$ cat config.mk
export PLATFORM = sky130hd
export DESIGN_NAME = usb_in_ep_engine_flat
export DESIGN_NICKNAME = d
export VERILOG_FILES = /design/src/rtl/usb_in_ep_engine_if.sv /design/src/rtl/usb_in_ep_engine.sv /design/src/flat_wrapper.sv
export SDC_FILE = /design/constraint.sdc
export NUM_CORES = 1
export LEC_CHECK = 0
export CORE_MARGIN = 10
export CORE_UTILIZATION = 30
export DETAILED_ROUTE_END_ITERATION = 12
export HOLD_SLACK_MARGIN = 0.02
export SLEW_MARGIN = 5
export SYNTH_ARGS = -nofsm -noshare
export SYNTH_HDL_FRONTEND = slang
export SYNTH_SLANG_ARGS = --single-unit
export TNS_END_PERCENT = 100
$ cat constraint.sdc
create_clock -name clk -period 4.8 [get_ports clk]
set_input_delay 1.44 -clock clk [delete_from_list [all_inputs] [get_ports clk]]
set_output_delay 1.44 -clock clk [all_outputs]
set_load 0.02 [all_outputs]
$ cat src/rtl/usb_in_ep_engine_if.sv
// usb_in_ep_engine_if: packet-layer PID/byte stream between the USB framing layer and the IN engine
interface usb_in_ep_engine_if;
  logic [3:0] rx_pid;
  logic rx_pid_valid;
  logic [7:0] rx_data;
  logic rx_data_valid;
  logic rx_pkt_start;
  logic rx_pkt_end;
  logic rx_crc_err;
  logic [3:0] tx_pid;
  logic [7:0] tx_data;
  logic tx_data_valid;
  logic tx_pkt_start;
  logic tx_pkt_end;
  logic tx_ready;
  modport master(
    output rx_pid, rx_pid_valid, rx_data, rx_data_valid, rx_pkt_start, rx_pkt_end, rx_crc_err, tx_ready,
    input tx_pid, tx_data, tx_data_valid, tx_pkt_start, tx_pkt_end
  );
  modport slave(
    input rx_pid, rx_pid_valid, rx_data, rx_data_valid, rx_pkt_start, rx_pkt_end, rx_crc_err, tx_ready,
    output tx_pid, tx_data, tx_data_valid, tx_pkt_start, tx_pkt_end
  );
endinterface

$ cat src/rtl/usb_in_ep_engine.sv
// usb_in_ep_engine: interrupt IN endpoint engine with per-EP retransmit buffers, toggles, STALL, SOF and EP0 forwarding
module usb_in_ep_engine #(
  parameter int NUM_EP = 2,
  parameter int MAX_PKT = 8,
  parameter int TIMEOUT_CYC = 96
) (
  input  logic                clk,
  input  logic                rst,
  input  logic [6:0]          dev_addr,
  usb_in_ep_engine_if.slave   pk,
  input  logic [NUM_EP*8-1:0] ep_wr_data,
  input  logic [NUM_EP-1:0]   ep_wr_valid,
  input  logic [NUM_EP-1:0]   ep_wr_last,
  output logic [NUM_EP-1:0]   ep_wr_ready,
  input  logic [NUM_EP-1:0]   ep_halt,
  input  logic [NUM_EP-1:0]   ep_toggle_clr,
  output logic [NUM_EP-1:0]   ep_sent,
  output logic                ep0_token,
  output logic [3:0]          ep0_pid,
  output logic [10:0]         frame_num,
  output logic                sof_pulse,
  output logic                busy
);
  localparam int EW = NUM_EP > 1 ? $clog2(NUM_EP) : 1;
  localparam int AW = MAX_PKT > 1 ? $clog2(MAX_PKT) : 1;
  localparam int PW = $clog2(MAX_PKT + 1);
  localparam int CW = TIMEOUT_CYC > 1 ? $clog2(TIMEOUT_CYC) : 1;
  localparam logic [3:0] P_IN = 4'b1001, P_SOF = 4'b0101, P_ACK = 4'b0010, P_NAK = 4'b1010;
  localparam logic [3:0] P_STALL = 4'b1110, P_DATA0 = 4'b0011, P_DATA1 = 4'b1011;
  typedef enum logic [2:0] {IDLE, TOKEN, TX_HDR, TX_DATA, TX_END, WAIT_HS} state_t;
  state_t state, nxt;
  logic [3:0] rxp, cur_pid, pid_q, resp_pid, endp;
  logic [1:0] bcnt;
  logic [7:0] b0;
  logic [2:0] b1;
  logic tok_ok, hit, in_ok, in_q, ack_ev, tmo, resp_data;
  logic [EW-1:0] ep_sel;
  logic [PW-1:0] idx;
  logic [CW-1:0] cnt;
  logic [NUM_EP-1:0] tog, full;
  logic [PW-1:0] len_a [NUM_EP];
  logic [7:0] rd [NUM_EP];
  // PID may arrive in the same cycle as rx_pkt_end, so prefer the live strobe
  assign cur_pid = pk.rx_pid_valid ? pk.rx_pid : rxp;
  assign endp = {b1, b0[7]};
  assign tok_ok = state == TOKEN && pk.rx_pkt_end && !pk.rx_crc_err && bcnt == 2'd2 && cur_pid[1:0] == 2'b01;
  assign hit = tok_ok && cur_pid != P_SOF && b0[6:0] == dev_addr;
  assign in_ok = hit && cur_pid == P_IN && endp != 4'd0 && endp <= 4'(NUM_EP);
  assign ack_ev = state == WAIT_HS && pk.rx_pkt_end && !pk.rx_crc_err && cur_pid == P_ACK;
  assign tmo = cnt == CW'(TIMEOUT_CYC - 1);
  assign resp_data = full[ep_sel] && !ep_halt[ep_sel];
  assign resp_pid = ep_halt[ep_sel] ? P_STALL : !full[ep_sel] ? P_NAK : tog[ep_sel] ? P_DATA1 : P_DATA0;
  assign pk.tx_pid = state == TX_HDR ? resp_pid : pid_q;
  assign pk.tx_data = state == TX_DATA ? rd[ep_sel] : 8'd0;
  assign busy = state != IDLE;
  assign ep_wr_ready = ~full;
  always_comb begin
    nxt = state;
    pk.tx_pkt_start = 1'b0;
    pk.tx_data_valid = 1'b0;
    pk.tx_pkt_end = 1'b0;
    case (state)
      IDLE: nxt = pk.rx_pkt_start ? TOKEN : IDLE;
      TOKEN: nxt = in_q ? TX_HDR : (pk.rx_pkt_end && !in_ok) ? IDLE : TOKEN;
      TX_HDR: begin
        pk.tx_pkt_start = 1'b1;
        nxt = resp_data ? TX_DATA : TX_END;
      end
      TX_DATA: begin
        pk.tx_data_valid = pk.tx_ready;
        nxt = (pk.tx_ready && idx == len_a[ep_sel] - PW'(1)) ? TX_END : TX_DATA;
      end
      TX_END: begin
        pk.tx_pkt_end = pk.tx_ready;
        nxt = !pk.tx_ready ? TX_END : pid_q[1:0] == 2'b11 ? WAIT_HS : IDLE;
      end
      WAIT_HS: nxt = (pk.rx_pkt_end || tmo) ? IDLE : WAIT_HS;
      default: nxt = IDLE;
    endcase
  end
  always_ff @(posedge clk) begin
    if (rst) begin
      state <= IDLE;
      rxp <= '0;
      bcnt <= '0;
      b0 <= '0;
      b1 <= '0;
      in_q <= 1'b0;
      ep_sel <= '0;
      frame_num <= '0;
      sof_pulse <= 1'b0;
      ep0_token <= 1'b0;
      ep0_pid <= '0;
      pid_q <= '0;
      idx <= '0;
      cnt <= '0;
      tog <= '0;
      ep_sent <= '0;
    end else begin
      state <= nxt;
      rxp <= pk.rx_pid_valid ? pk.rx_pid : pk.rx_pkt_start ? 4'd0 : rxp;
      bcnt <= pk.rx_pkt_start ? 2'd0 : (pk.rx_data_valid && bcnt != 2'd3) ? bcnt + 2'd1 : bcnt;
      if (pk.rx_data_valid && bcnt == 2'd0) b0 <= pk.rx_data;
      if (pk.rx_data_valid && bcnt == 2'd1) b1 <= pk.rx_data[2:0];
      in_q <= in_ok;
      if (in_ok) ep_sel <= EW'(endp - 4'd1);
      sof_pulse <= tok_ok && cur_pid == P_SOF;
      if (tok_ok && cur_pid == P_SOF) frame_num <= {b1, b0};
      ep0_token <= hit && endp == 4'd0;
      if (hit && endp == 4'd0) ep0_pid <= cur_pid;
      if (state == TX_HDR) pid_q <= resp_pid;
      idx <= state != TX_DATA ? '0 : pk.tx_ready ? idx + PW'(1) : idx;
      cnt <= state != WAIT_HS ? '0 : cnt + CW'(1);
      tog <= ~ep_toggle_clr & (ack_ev ? tog ^ (NUM_EP'(1) << ep_sel) : tog);
      ep_sent <= ack_ev ? NUM_EP'(1) << ep_sel : '0;
    end
  end
  // buffer release waits for ep_sent so ep_wr_ready rises one cycle after it
  for (genvar i = 0; i < NUM_EP; i++) begin : g_ep
    logic [7:0] mem [MAX_PKT];
    logic [PW-1:0] ptr, len;
    logic f;
    always_ff @(posedge clk) begin
      if (rst) begin
        ptr <= '0;
        len <= '0;
        f <= 1'b0;
      end else if (ep_sent[i]) begin
        ptr <= '0;
        f <= 1'b0;
      end else if (ep_wr_valid[i] && !f) begin
        mem[ptr[AW-1:0]] <= ep_wr_data[8*i +: 8];
        ptr <= ptr + PW'(1);
        if (ep_wr_last[i] || ptr == PW'(MAX_PKT - 1)) begin
          f <= 1'b1;
          len <= ptr + PW'(1);
        end
      end
    end
    assign full[i] = f;
    assign len_a[i] = len;
    assign rd[i] = mem[idx[AW-1:0]];
  end
endmodule

$ cat src/flat_wrapper.sv
// flat-port wrapper written by rule: the top's interface ports become plain ports
module usb_in_ep_engine_flat 
#(
  parameter int NUM_EP = 2,
  parameter int MAX_PKT = 8,
  parameter int TIMEOUT_CYC = 96
)
  (clk, rst, dev_addr, ep_wr_data, ep_wr_valid, ep_wr_last, ep_wr_ready, ep_halt, ep_toggle_clr, ep_sent, ep0_token, ep0_pid, frame_num, sof_pulse, busy, pk_rx_pid, pk_rx_pid_valid, pk_rx_data, pk_rx_data_valid, pk_rx_pkt_start, pk_rx_pkt_end, pk_rx_crc_err, pk_tx_ready, pk_tx_pid, pk_tx_data, pk_tx_data_valid, pk_tx_pkt_start, pk_tx_pkt_end);
  usb_in_ep_engine_if pk_i ();
  input  logic clk;
  input  logic rst;
  input  logic [6:0] dev_addr;
  input  logic [NUM_EP*8-1:0] ep_wr_data;
  input  logic [NUM_EP-1:0] ep_wr_valid;
  input  logic [NUM_EP-1:0] ep_wr_last;
  output logic [NUM_EP-1:0] ep_wr_ready;
  input  logic [NUM_EP-1:0] ep_halt;
  input  logic [NUM_EP-1:0] ep_toggle_clr;
  output logic [NUM_EP-1:0] ep_sent;
  output logic ep0_token;
  output logic [3:0] ep0_pid;
  output logic [10:0] frame_num;
  output logic sof_pulse;
  output logic busy;
  input wire logic [$bits(pk_i.rx_pid)-1:0] pk_rx_pid;
  input wire logic [$bits(pk_i.rx_pid_valid)-1:0] pk_rx_pid_valid;
  input wire logic [$bits(pk_i.rx_data)-1:0] pk_rx_data;
  input wire logic [$bits(pk_i.rx_data_valid)-1:0] pk_rx_data_valid;
  input wire logic [$bits(pk_i.rx_pkt_start)-1:0] pk_rx_pkt_start;
  input wire logic [$bits(pk_i.rx_pkt_end)-1:0] pk_rx_pkt_end;
  input wire logic [$bits(pk_i.rx_crc_err)-1:0] pk_rx_crc_err;
  input wire logic [$bits(pk_i.tx_ready)-1:0] pk_tx_ready;
  output wire logic [$bits(pk_i.tx_pid)-1:0] pk_tx_pid;
  output wire logic [$bits(pk_i.tx_data)-1:0] pk_tx_data;
  output wire logic [$bits(pk_i.tx_data_valid)-1:0] pk_tx_data_valid;
  output wire logic [$bits(pk_i.tx_pkt_start)-1:0] pk_tx_pkt_start;
  output wire logic [$bits(pk_i.tx_pkt_end)-1:0] pk_tx_pkt_end;
  assign pk_i.rx_pid = pk_rx_pid;
  assign pk_i.rx_pid_valid = pk_rx_pid_valid;
  assign pk_i.rx_data = pk_rx_data;
  assign pk_i.rx_data_valid = pk_rx_data_valid;
  assign pk_i.rx_pkt_start = pk_rx_pkt_start;
  assign pk_i.rx_pkt_end = pk_rx_pkt_end;
  assign pk_i.rx_crc_err = pk_rx_crc_err;
  assign pk_i.tx_ready = pk_tx_ready;
  assign pk_tx_pid = pk_i.tx_pid;
  assign pk_tx_data = pk_i.tx_data;
  assign pk_tx_data_valid = pk_i.tx_data_valid;
  assign pk_tx_pkt_start = pk_i.tx_pkt_start;
  assign pk_tx_pkt_end = pk_i.tx_pkt_end;
  usb_in_ep_engine #(.NUM_EP(NUM_EP), .MAX_PKT(MAX_PKT), .TIMEOUT_CYC(TIMEOUT_CYC)) u_core (.clk(clk), .rst(rst), .dev_addr(dev_addr), .pk(pk_i), .ep_wr_data(ep_wr_data), .ep_wr_valid(ep_wr_valid), .ep_wr_last(ep_wr_last), .ep_wr_ready(ep_wr_ready), .ep_halt(ep_halt), .ep_toggle_clr(ep_toggle_clr), .ep_sent(ep_sent), .ep0_token(ep0_token), .ep0_pid(ep0_pid), .frame_num(frame_num), .sof_pulse(sof_pulse), .busy(busy));
endmodule
== Word-level counts from Yosys, hierarchy flattened ==
Memories as Yosys holds them, arrays and structs flattened. A register that Yosys moved wholly into a read port is not among the register bits.
Index checks and enable logic that the tools add are counted.

* Flip-flop bits (word level): 76
* RAM bits: 128
* Input bits: 51
* Output and inout port bits: 37
* Word-level logic and storage cells: 155
* Memories kept: 2

* $add $sub $neg: 7
* Magnitude comparators: 3
* Equality and inequality tests: 21
* Shift operators: 1
* Muxes and demuxes: 45
* Bitwise gates (word level): 8
* Reduce and logical (&&, ||, !) cells: 46

{| class="wikitable"
|+ Memory list
! memory !! words !! width !! read ports !! clocked after Yosys merged registers in !! write ports !! line !! text
|-
| u_core.g_ep[0].mem || 8 || 8 || 1 || 1 || 1 || usb_in_ep_engine.sv:120 || <nowiki>logic [7:0] mem [MAX_PKT];</nowiki>
|-
| u_core.g_ep[1].mem || 8 || 8 || 1 || 1 || 1 || usb_in_ep_engine.sv:120 ||
|}

{| class="wikitable"
|+ Operator list
! kind !! number
|-
| $mux W4 || 10
|-
| $mux W8 || 4
|-
| $mux W3 || 10
|-
| $logic_and A1 B1 Y1 || 22
|-
| $mux W1 || 19
|-
| $pmux W3 S6 || 1
|-
| $add A4 B1 Y4 const B || 3
|-
| $eq A4 B3 Y1 const B || 3
|-
| $reduce_or A2 Y1 || 6
|-
| $add A7 B1 Y7 const B || 1
|-
| $eq A7 B7 Y1 || 1
|-
| $eq A7 B7 Y1 const B || 1
|-
| $eq A3 B2 Y1 const B || 2
|-
| $eq A3 B3 Y1 const B || 2
|-
| $reduce_and A3 Y1 || 2
|-
| $logic_not A1 Y1 || 5
|-
| $eq A2 B1 Y1 const B || 2
|-
| $eq A2 B2 Y1 const B || 2
|-
| $eq A4 B2 Y1 const B || 1
|-
| $eq A4 B4 Y1 || 1
|-
| $eq A4 B4 Y1 const B || 1
|-
| $le A4 B2 Y1 const B || 1
|-
| $logic_not A4 Y1 || 1
|-
| $ne A4 B3 Y1 const B || 1
|-
| other kinds (23) || 29
|}

== Longest topological paths before layout ==
Gate-level depths: netlist of run 1.

* Word-level depth: 15
* Depth in mapped cells: 10
* Depth with buffers taken out: 7

== Worst setup path before layout of run 1 ==
No wires, ideal clock.

* Path type: input -> output
* From: input pk_tx_ready
* To: output pk_tx_pkt_end
* Arrival: 2.227 ns
* Data required time: 3.360 ns
* Slack: 1.133 ns
* Cell stages on the path: 3
* Buffers on the path: 1
* Cell sequence: clkbuf_1 > nand2_1 > nor3_1

* Cells in the longest elaborated chain, start to end: 1

{| class="wikitable"
|+ RTL lines
! what !! line !! text
|-
| start, declared || flat_wrapper.sv:32 || <nowiki>input wire logic [$bits(pk_i.tx_ready)-1:0] pk_tx_ready;</nowiki>
|-
| $mux W1 || usb_in_ep_engine.sv:62 || <nowiki>case (state)</nowiki>
|-
| end, declared || flat_wrapper.sv:37 || <nowiki>output wire logic [$bits(pk_i.tx_pkt_end)-1:0] pk_tx_pkt_end;</nowiki>
|}

Every way passes these cells.

== Worst setup path after layout of run 1 ==
* From: input ep_halt[0]
* To: output pk_tx_pid[0]

* Cells in the longest elaborated chain, start to end: 4

{| class="wikitable"
|+ RTL lines
! what !! line !! text
|-
| start, declared || flat_wrapper.sv:17 || <nowiki>input logic [NUM_EP-1:0] ep_halt;</nowiki>
|-
| $mux W1 (not written as such) (2 in a row) || usb_in_ep_engine.sv:52 || <nowiki>assign resp_pid = ep_halt[ep_sel] ? P_STALL : !full[ep_sel] ? P_NAK : tog[ep_sel] ? P_DATA1 : P_DATA0;</nowiki>
|-
| $mux W4 || usb_in_ep_engine.sv:52 ||
|-
| $mux W4 || usb_in_ep_engine.sv:53 || <nowiki>assign pk.tx_pid = state == TX_HDR ? resp_pid : pid_q;</nowiki>
|-
| end, declared || flat_wrapper.sv:33 || <nowiki>output wire logic [$bits(pk_i.tx_pid)-1:0] pk_tx_pid;</nowiki>
|}

Every way passes these cells. The select of a mux whose other input is x is not followed.

==> results of run 1 <==
flip-flops by register name, summed over array words and instances, names as in the netlist, 2 cells and up, named ones only:
| name | cells |
|---|---|
| u_core.b1 | 3 |
| u_core.b0 | 8 |
| u_core.idx | 4 |
| u_core.g_ep.len | 8 |
| u_core.cnt | 7 |
| u_core.state | 3 |
| u_core.g_ep.mem | 128 |
| u_core.rxp | 4 |
| u_core.ep_sent | 2 |
| u_core.frame_num | 11 |
| u_core.g_ep.ptr | 8 |
| u_core.g_ep.f | 2 |
| u_core.ep0_pid | 4 |
| u_core.bcnt | 2 |
| u_core.pid_q | 4 |
| u_core.tog | 2 |
critical path: stages:
cell and delay (ps):
clkdlybuf4s50_1 430, o32ai_1 230, buf_4 190, mux2_2 160, clkdlybuf4s50_1 600
worst paths after layout:
kind / slack [ps] / end / cells after the start
setup / recovery: 300 / pk_tx_pid[0] / 5
hold / removal: 460 / u_core.frame_num[8]$_SDFFE_PP0P_ / 2
setup reg to reg: 2440 / u_core.state[0]$_SDFF_PP0_ / 8
hold reg to reg: 460 / u_core.frame_num[8]$_SDFFE_PP0P_ / 2
layout make-up:
cell class / instances / area, um2
fill: 2689 / 17400
sequential: 207 / 5430
multi-input combinational: 378 / 2940
timing repair buffer: 103 / 998
clock buffer: 30 / 632
tap: 378 / 473
clock inverter: 9 / 110
inverter: 16 / 60.1
metal layers:
metal	vias to the layer above	wire (um)	global-route usage, %
met1	2573	8840	14.3
met2	137	9150	17.6
li1	2545	-	-
met3	25	1380	2.44
met4	0	325	2.08
met5	-	0	0
through the flow:
stage / hold WS, ps / area, um2
finish: 457 / 10600
global route: 476 / 10600
CTS: 456 / 10600
detailed placement: 448 / 9900
global placement: 446 / 9900
floorplan: 430 / 8570
cell families after synthesis:
| logic type | count (synthesis) | share of synthesized area, % |
|---|---|---|
| simple gates | 213 | 12.5 |
| xor+xnor | 31 | 3.17 |
| flops | 207 | 63.3 |
| compound gates | 69 | 4.92 |
| fa+ha+maj | 9 | 1.31 |
| buf+inv | 50 | 2.38 |
| mux | 56 | 12.4 |
power by group:
group          leakage (nW)  switching, mW  internal [mW]
registers              1.80         0.0209           1.92
logic                  1.29         0.0996         0.0913
clock network         0.360          0.675           1.03
total                  3.45          0.796           3.04
placed cells by master (no fill, tap or decap), types with 16 or more instances in the layout:
cell	count
clkbuf_16	23
nor3_1	22
a21oi_1	39
xnor2_1	16
inv_1	16
clkdlybuf4s50_1	86
dfxtp_1	78
edfxtp_1	128
mux4_2	40
nand2_1	44
nand3_1	31
nor2b_1	16
nor2_1	51
==> metrics.md, run 1 <==
| Metric | Value |
|---|---|
| Final #Nets | ~800 |
| Die footprint | about 36000 um2 |
| Total congestion overflow | 0 |
| Top cell type's share of synthesized area | approximately 45% |
| Die height | between 150 and 200 um |
| Clk sink count | 207 |
| Num rows | between 60 and 70 |
| Area contributors post-synth | edfxtp_1 (45%), dfxtp_1 (18%), mux4_2 (11%) |
| PnR Total Power | approximately 3.8 mW |
| Worst-Skew Late Latency | roughly 510 ps |
| TritonCTS clock tree | built |
| # hold bufs at CTS | 0 |
| Commonest cells in the netlist | edfxtp_1 (128), dfxtp_1 (79), nor2_1 (51) |
| Via count | ~5300 |
| Worst-margin pin slew | slightly above 900 ps |
| Worst setup SP type | primary input |
| Final TNS setup | 0 ps |
| Status | completed |
| CTS Buf Count | 22 |
| Core area | 28000 um2 |
| Via density | 4.71 |
| Placed cells | ~1100 |
| First-pass GRT wire length | about 31000 um |
| Asr flop ratio synth | 0% |
| Layout Cells excl Fill | about 1100 |
| H-tree depth | 1 |
| Register area share after synthesis | about 63% |
| Skew final | approximately 15 ps |
| CP startpoint | ep_halt[0] |
| Max Freq | between 200 and 250 MHz |
| Mapped Avg Cell Area | between 10 and 15 um2 |
| Syn_nets | between 600 and 700 |
| HPWL after DPL | approximately 14000 um |
| Die Width | roughly 190 um |
| Antenna violations before repair | 0 |
| Period utilization | 93.7% |
| RSZ-0062 raised after global routing | false |
| Largest net degree at the start of global routing | between 60 and 70 |
| Number of flops mapped to enable cells by yosys | 128 |
| IO buf count | slightly below 90 |
| Fin util | 38.0% |
| Area growth syn-to-layout | 24.2% |
| Hold Crit Class | reg2reg |
| Antenna Nets Post-Route | 0 |
| P per Cell Area | roughly 360 nW/um2 |
| Io pins | ~90 |
| Slew Limit Fails | 0 |
| Setup bufs post-CTS | 0 |
| Final hold viol count | 0 |
| Post-Syn Area | approximately 8600 um2 |
| Worst slack, placed | about 310 ps |
| Tmin final | about 4500 ps |
| Leakage power total | between 3 and 4 nW |
| # DRC | 0 |
| Slew HR | around 38% |
| Clock-pin slew of the registers on the worst-case setup and hold paths | about 50 ps |
| WP data required | 3360 ps |
| Worst-case clock buffer depth | 3 |
| Synth Flop Type | edfxtp_1 |
| Layout cell share with drive strength beyond 1 | around 14% |
| N_diodes | 0 |
| Post-synth top area cell | edfxtp_1 |
| CTS root buf | clkbuf_16 |
| Setup CP Type | in2out |
| Routed wire length | 19700 um |
| Drt wl/cell | ~18 um |
| Initial Util | 30.6% |
| Most frequent cell after synthesis | edfxtp_1 |
| Mapped Cells | around 640 |
| Critical path fanouts, max | 4 |
| Total global-route track usage | a little over a tenth |
| Hold Startpoint | u_core.frame_num[8]$_SDFFE_PP0P_ |
| VDD IR-drop max | approximately 0.21 mV |
| Vias in the first global route | roughly 5400 |
| Starting DRC count in detailed routing | about 290 |
| Yosys cell types | 48 |
| Worst r2r src | u_core.ep_sel$_SDFFE_PP0P_ |
| Synth warnings | 0 |
| Setup-failing EPs final | 0 |
| Yosys reg bits | 207 |
| Final worst-path setup slack | ~300 ps |
| Endpoint type of the worst setup path | primary output |
| Maxcap violations | 0 |
| GPL Wtd Cong | between 0.7 and 0.8 |
| Crit path DAT | just over 3000 ps |
| Drt pass-1 iters | 4 |
| Resize count post-CTS | 0 |
(Power assumes the default switching activity.)
==> run 2, diff against run 1 <==
Settings changed: CTS_CLUSTER_SIZE from default to 16, PLACE_DENSITY from default to 0.54.
==> run 2 against run 1 <==
Effect of this change: sequential power barely moved; combinational power barely moved; clock-buffer cell count did not move; critical path type unchanged.
==> metrics.md, run 2 (same netlist as run 1, synthesis figures left out) <==
| Metric | Value |
|---|---|
| TritonCTS clock tree | built (unchanged) |
| VDD IR-drop max | 0.410 mV (was 0.212 mV) |
| Via count | 5253 (was 5280) |
| Clk network pwr share | 43.8% (was 44.5%) |
| Die height | 189 um (unchanged) |
| Cell Int Power | 2.97 mW (was 3.04 mW) |
| Maxcap violations | 0 (unchanged) |
| Sw Share | 21.6% (was 20.7%) |
| HPWL after DPL | 14000 um (was 13500 um) |
| Tmin final | 4610 ps (was 4500 ps) |
| Die footprint | 35700 um2 (unchanged) |
| Setup CP Type | in2out (unchanged) |
| Worst-Skew Late Latency | 520 ps (was 510 ps) |
| Initial Util | 30.6% (unchanged) |
| Most frequent cells in the layout | edfxtp_1 (128), clkdlybuf4s50_1 (86), dfxtp_1 (78) (unchanged) |
| Starting DRC count in detailed routing | 300 (was 288) |
| Antenna Nets Post-Route | 0 (unchanged) |
| Hold Startpoint | u_core.frame_num[7]$_SDFFE_PP0P_ (was u_core.frame_num[8]$_SDFFE_PP0P_) |
| Routed wire length | 20200 um (was 19700 um) |
| IO buf count | 87 (unchanged) |
| GPL Wtd Cong | 0.734 (was 0.776) |
| Worst setup SP type | primary input (unchanged) |
| Worst r2r path cells | 8 (unchanged) |
| Sequential power share | 51.2% (was 50.5%) |
| Clock-pin slew of the registers on the worst-case setup and hold paths | 60 ps (was 50 ps) |
| CTS root buf | clkbuf_16 (unchanged) |
| Worst-margin pin slew | 1040 ps (was 934 ps) |
| Largest net degree at the start of global routing | 62 (unchanged) |
| PnR Total Power | 3.79 mW (was 3.84 mW) |
| # hold bufs at CTS | 0 (unchanged) |
| Slew Limit Fails | 0 (unchanged) |
| Skew final | 17.7 ps (was 15.2 ps) |
| Drt wl/cell | 18.0 um (was 17.6 um) |
| Endpoint type of the worst setup path | primary output (unchanged) |
| Worst r2r src | u_core.ep_sel$_SDFFE_PP0P_ (unchanged) |
| RSZ-0062 raised after global routing | false (unchanged) |
| Status | completed (unchanged) |
| First-pass GRT wire length | 31800 um (was 30800 um) |
| Final TNS setup | 0 ps (unchanged) |
| Core area | 28000 um2 (unchanged) |
| Setup-failing EPs final | 0 (unchanged) |
| Num rows | 61 (unchanged) |
| Hold Crit Class | reg2reg (unchanged) |
| Max Freq | 217 MHz (was 222 MHz) |
| Total congestion overflow | 0 (unchanged) |
| Slew HR | 30.3% (was 37.5%) |
| Total global-route track usage | 11.1% (was 10.7%) |
| Worst-case clock buffer depth | 3 (unchanged) |
| Clk sink count | 207 (unchanged) |
| N_diodes | 0 (unchanged) |
| Antenna violations before repair | 0 (unchanged) |
| WP data required | 3360 ps (about the same) |
| CP startpoint | ep_halt[0] (unchanged) |
| Comb power frac | 5.1% (was 5.0%) |
| Number of cells on the worst hold path | 2 (unchanged) |
| CTS Buf Count | 23 (was 22) |
| Period utilization | 96.0% (was 93.7%) |
| Layout cell share with drive strength beyond 1 | 13.2% (was 13.7%) |
| Fin util | 37.8% (was 38.0%) |
| Worst slack, placed | 219 ps (was 314 ps) |
| Io pins | 88 (unchanged) |
| NetSw | 0.817 mW (was 0.796 mW) |
| Critical path fanouts, max | 4 (unchanged) |
| Vias in the first global route | 5413 (was 5430) |
| Fill cells | 2689 (unchanged) |
| Area growth syn-to-layout | 23.5% (was 24.2%) |
| Max reg flops | 128 (unchanged) |
| Final worst-path setup slack | 191 ps (was 303 ps) |
| P per Cell Area | 358 nW/um2 (was 361 nW/um2) |
| Crit path DAT | 3170 ps (was 3060 ps) |
| Setup bufs post-CTS | 0 (unchanged) |
| Leakage power total | 3.42 nW (was 3.45 nW) |
| Final hold viol count | 0 (unchanged) |
| H-tree depth | 1 (unchanged) |
| Die Width | 189 um (unchanged) |
| Drt pass-1 iters | 4 (unchanged) |
| Final #Nets | 787 (was 788) |
| Most common cell after layout, fill and taps aside | edfxtp_1 (unchanged) |
| Via density | 4.69 (was 4.71) |
| Resize count post-CTS | 0 (unchanged) |
| # DRC | 0 (unchanged) |
[run 2: power by group through the flow]
stage / clock, mW / sequential, mW / combinational [mW]
detailed placement: 0 / 1.98 / 0.195
finish: 1.66 / 1.94 / 0.193
CTS: 1.71 / 1.94 / 0.196
global route: 1.78 / 1.94 / 0.214
global placement: 0 / 1.98 / 0.194
floorplan: 0 / 1.97 / 0.101
[run 2: final timing paths]
| path | to | slack, ps |
|---|---|---|
| worst max-delay path | pk_tx_pid[0] | 190 |
| worst min-delay path | u_core.frame_num[7]$_SDFFE_PP0P_ | 460 |
| worst max register to register | u_core.state[0]$_SDFF_PP0_ | 1920 |
| worst min register to register | u_core.frame_num[7]$_SDFFE_PP0P_ | 460 |
[run 2: worst max-delay path, cell delays in order]
cell             delay [ps]
clkdlybuf4s50_1         430
o32ai_1                 440
mux2_2                  260
clkdlybuf4s50_1         600
[run 2: layout make-up]
type	count	area [um2]	area share, %
clock inverter	9	73.8	0.698
inverter	16	60.1	0.568
multi-input combinational	378	2940	27.8
tap	378	473	4.47
timing repair buffer	101	983	9.30
clock buffer	30	622	5.88
sequential	207	5430	51.3
[run 2: metrics by stage]
step | cells | hold slack, ps | cell area [um2]
2_1_floorplan | 635 | 430 | 8570
3_3_place_gp | 1080 | 446 | 9880
3_5_place_dp | 1080 | 451 | 9880
4_1_cts | 1119 | 459 | 10600
5_1_grt | 1119 | 475 | 10600
6_report | 1119 | 455 | 10600
[run 2: routing by layer]
metal | wire (um) | GRT usage (%)
met1 | 9430 | 15.4
met2 | 9090 | 17.4
met3 | 1240 | 2.44
met4 | 387 | 2.69
met5 | 0 | 0
==> run 3, diff against run 2 <==
Settings changed: SKIP_CTS_REPAIR_TIMING from default to 1.
==> results of run 3 <==
Same layout as run 2: the final DEF is identical, and so are final timing and power.
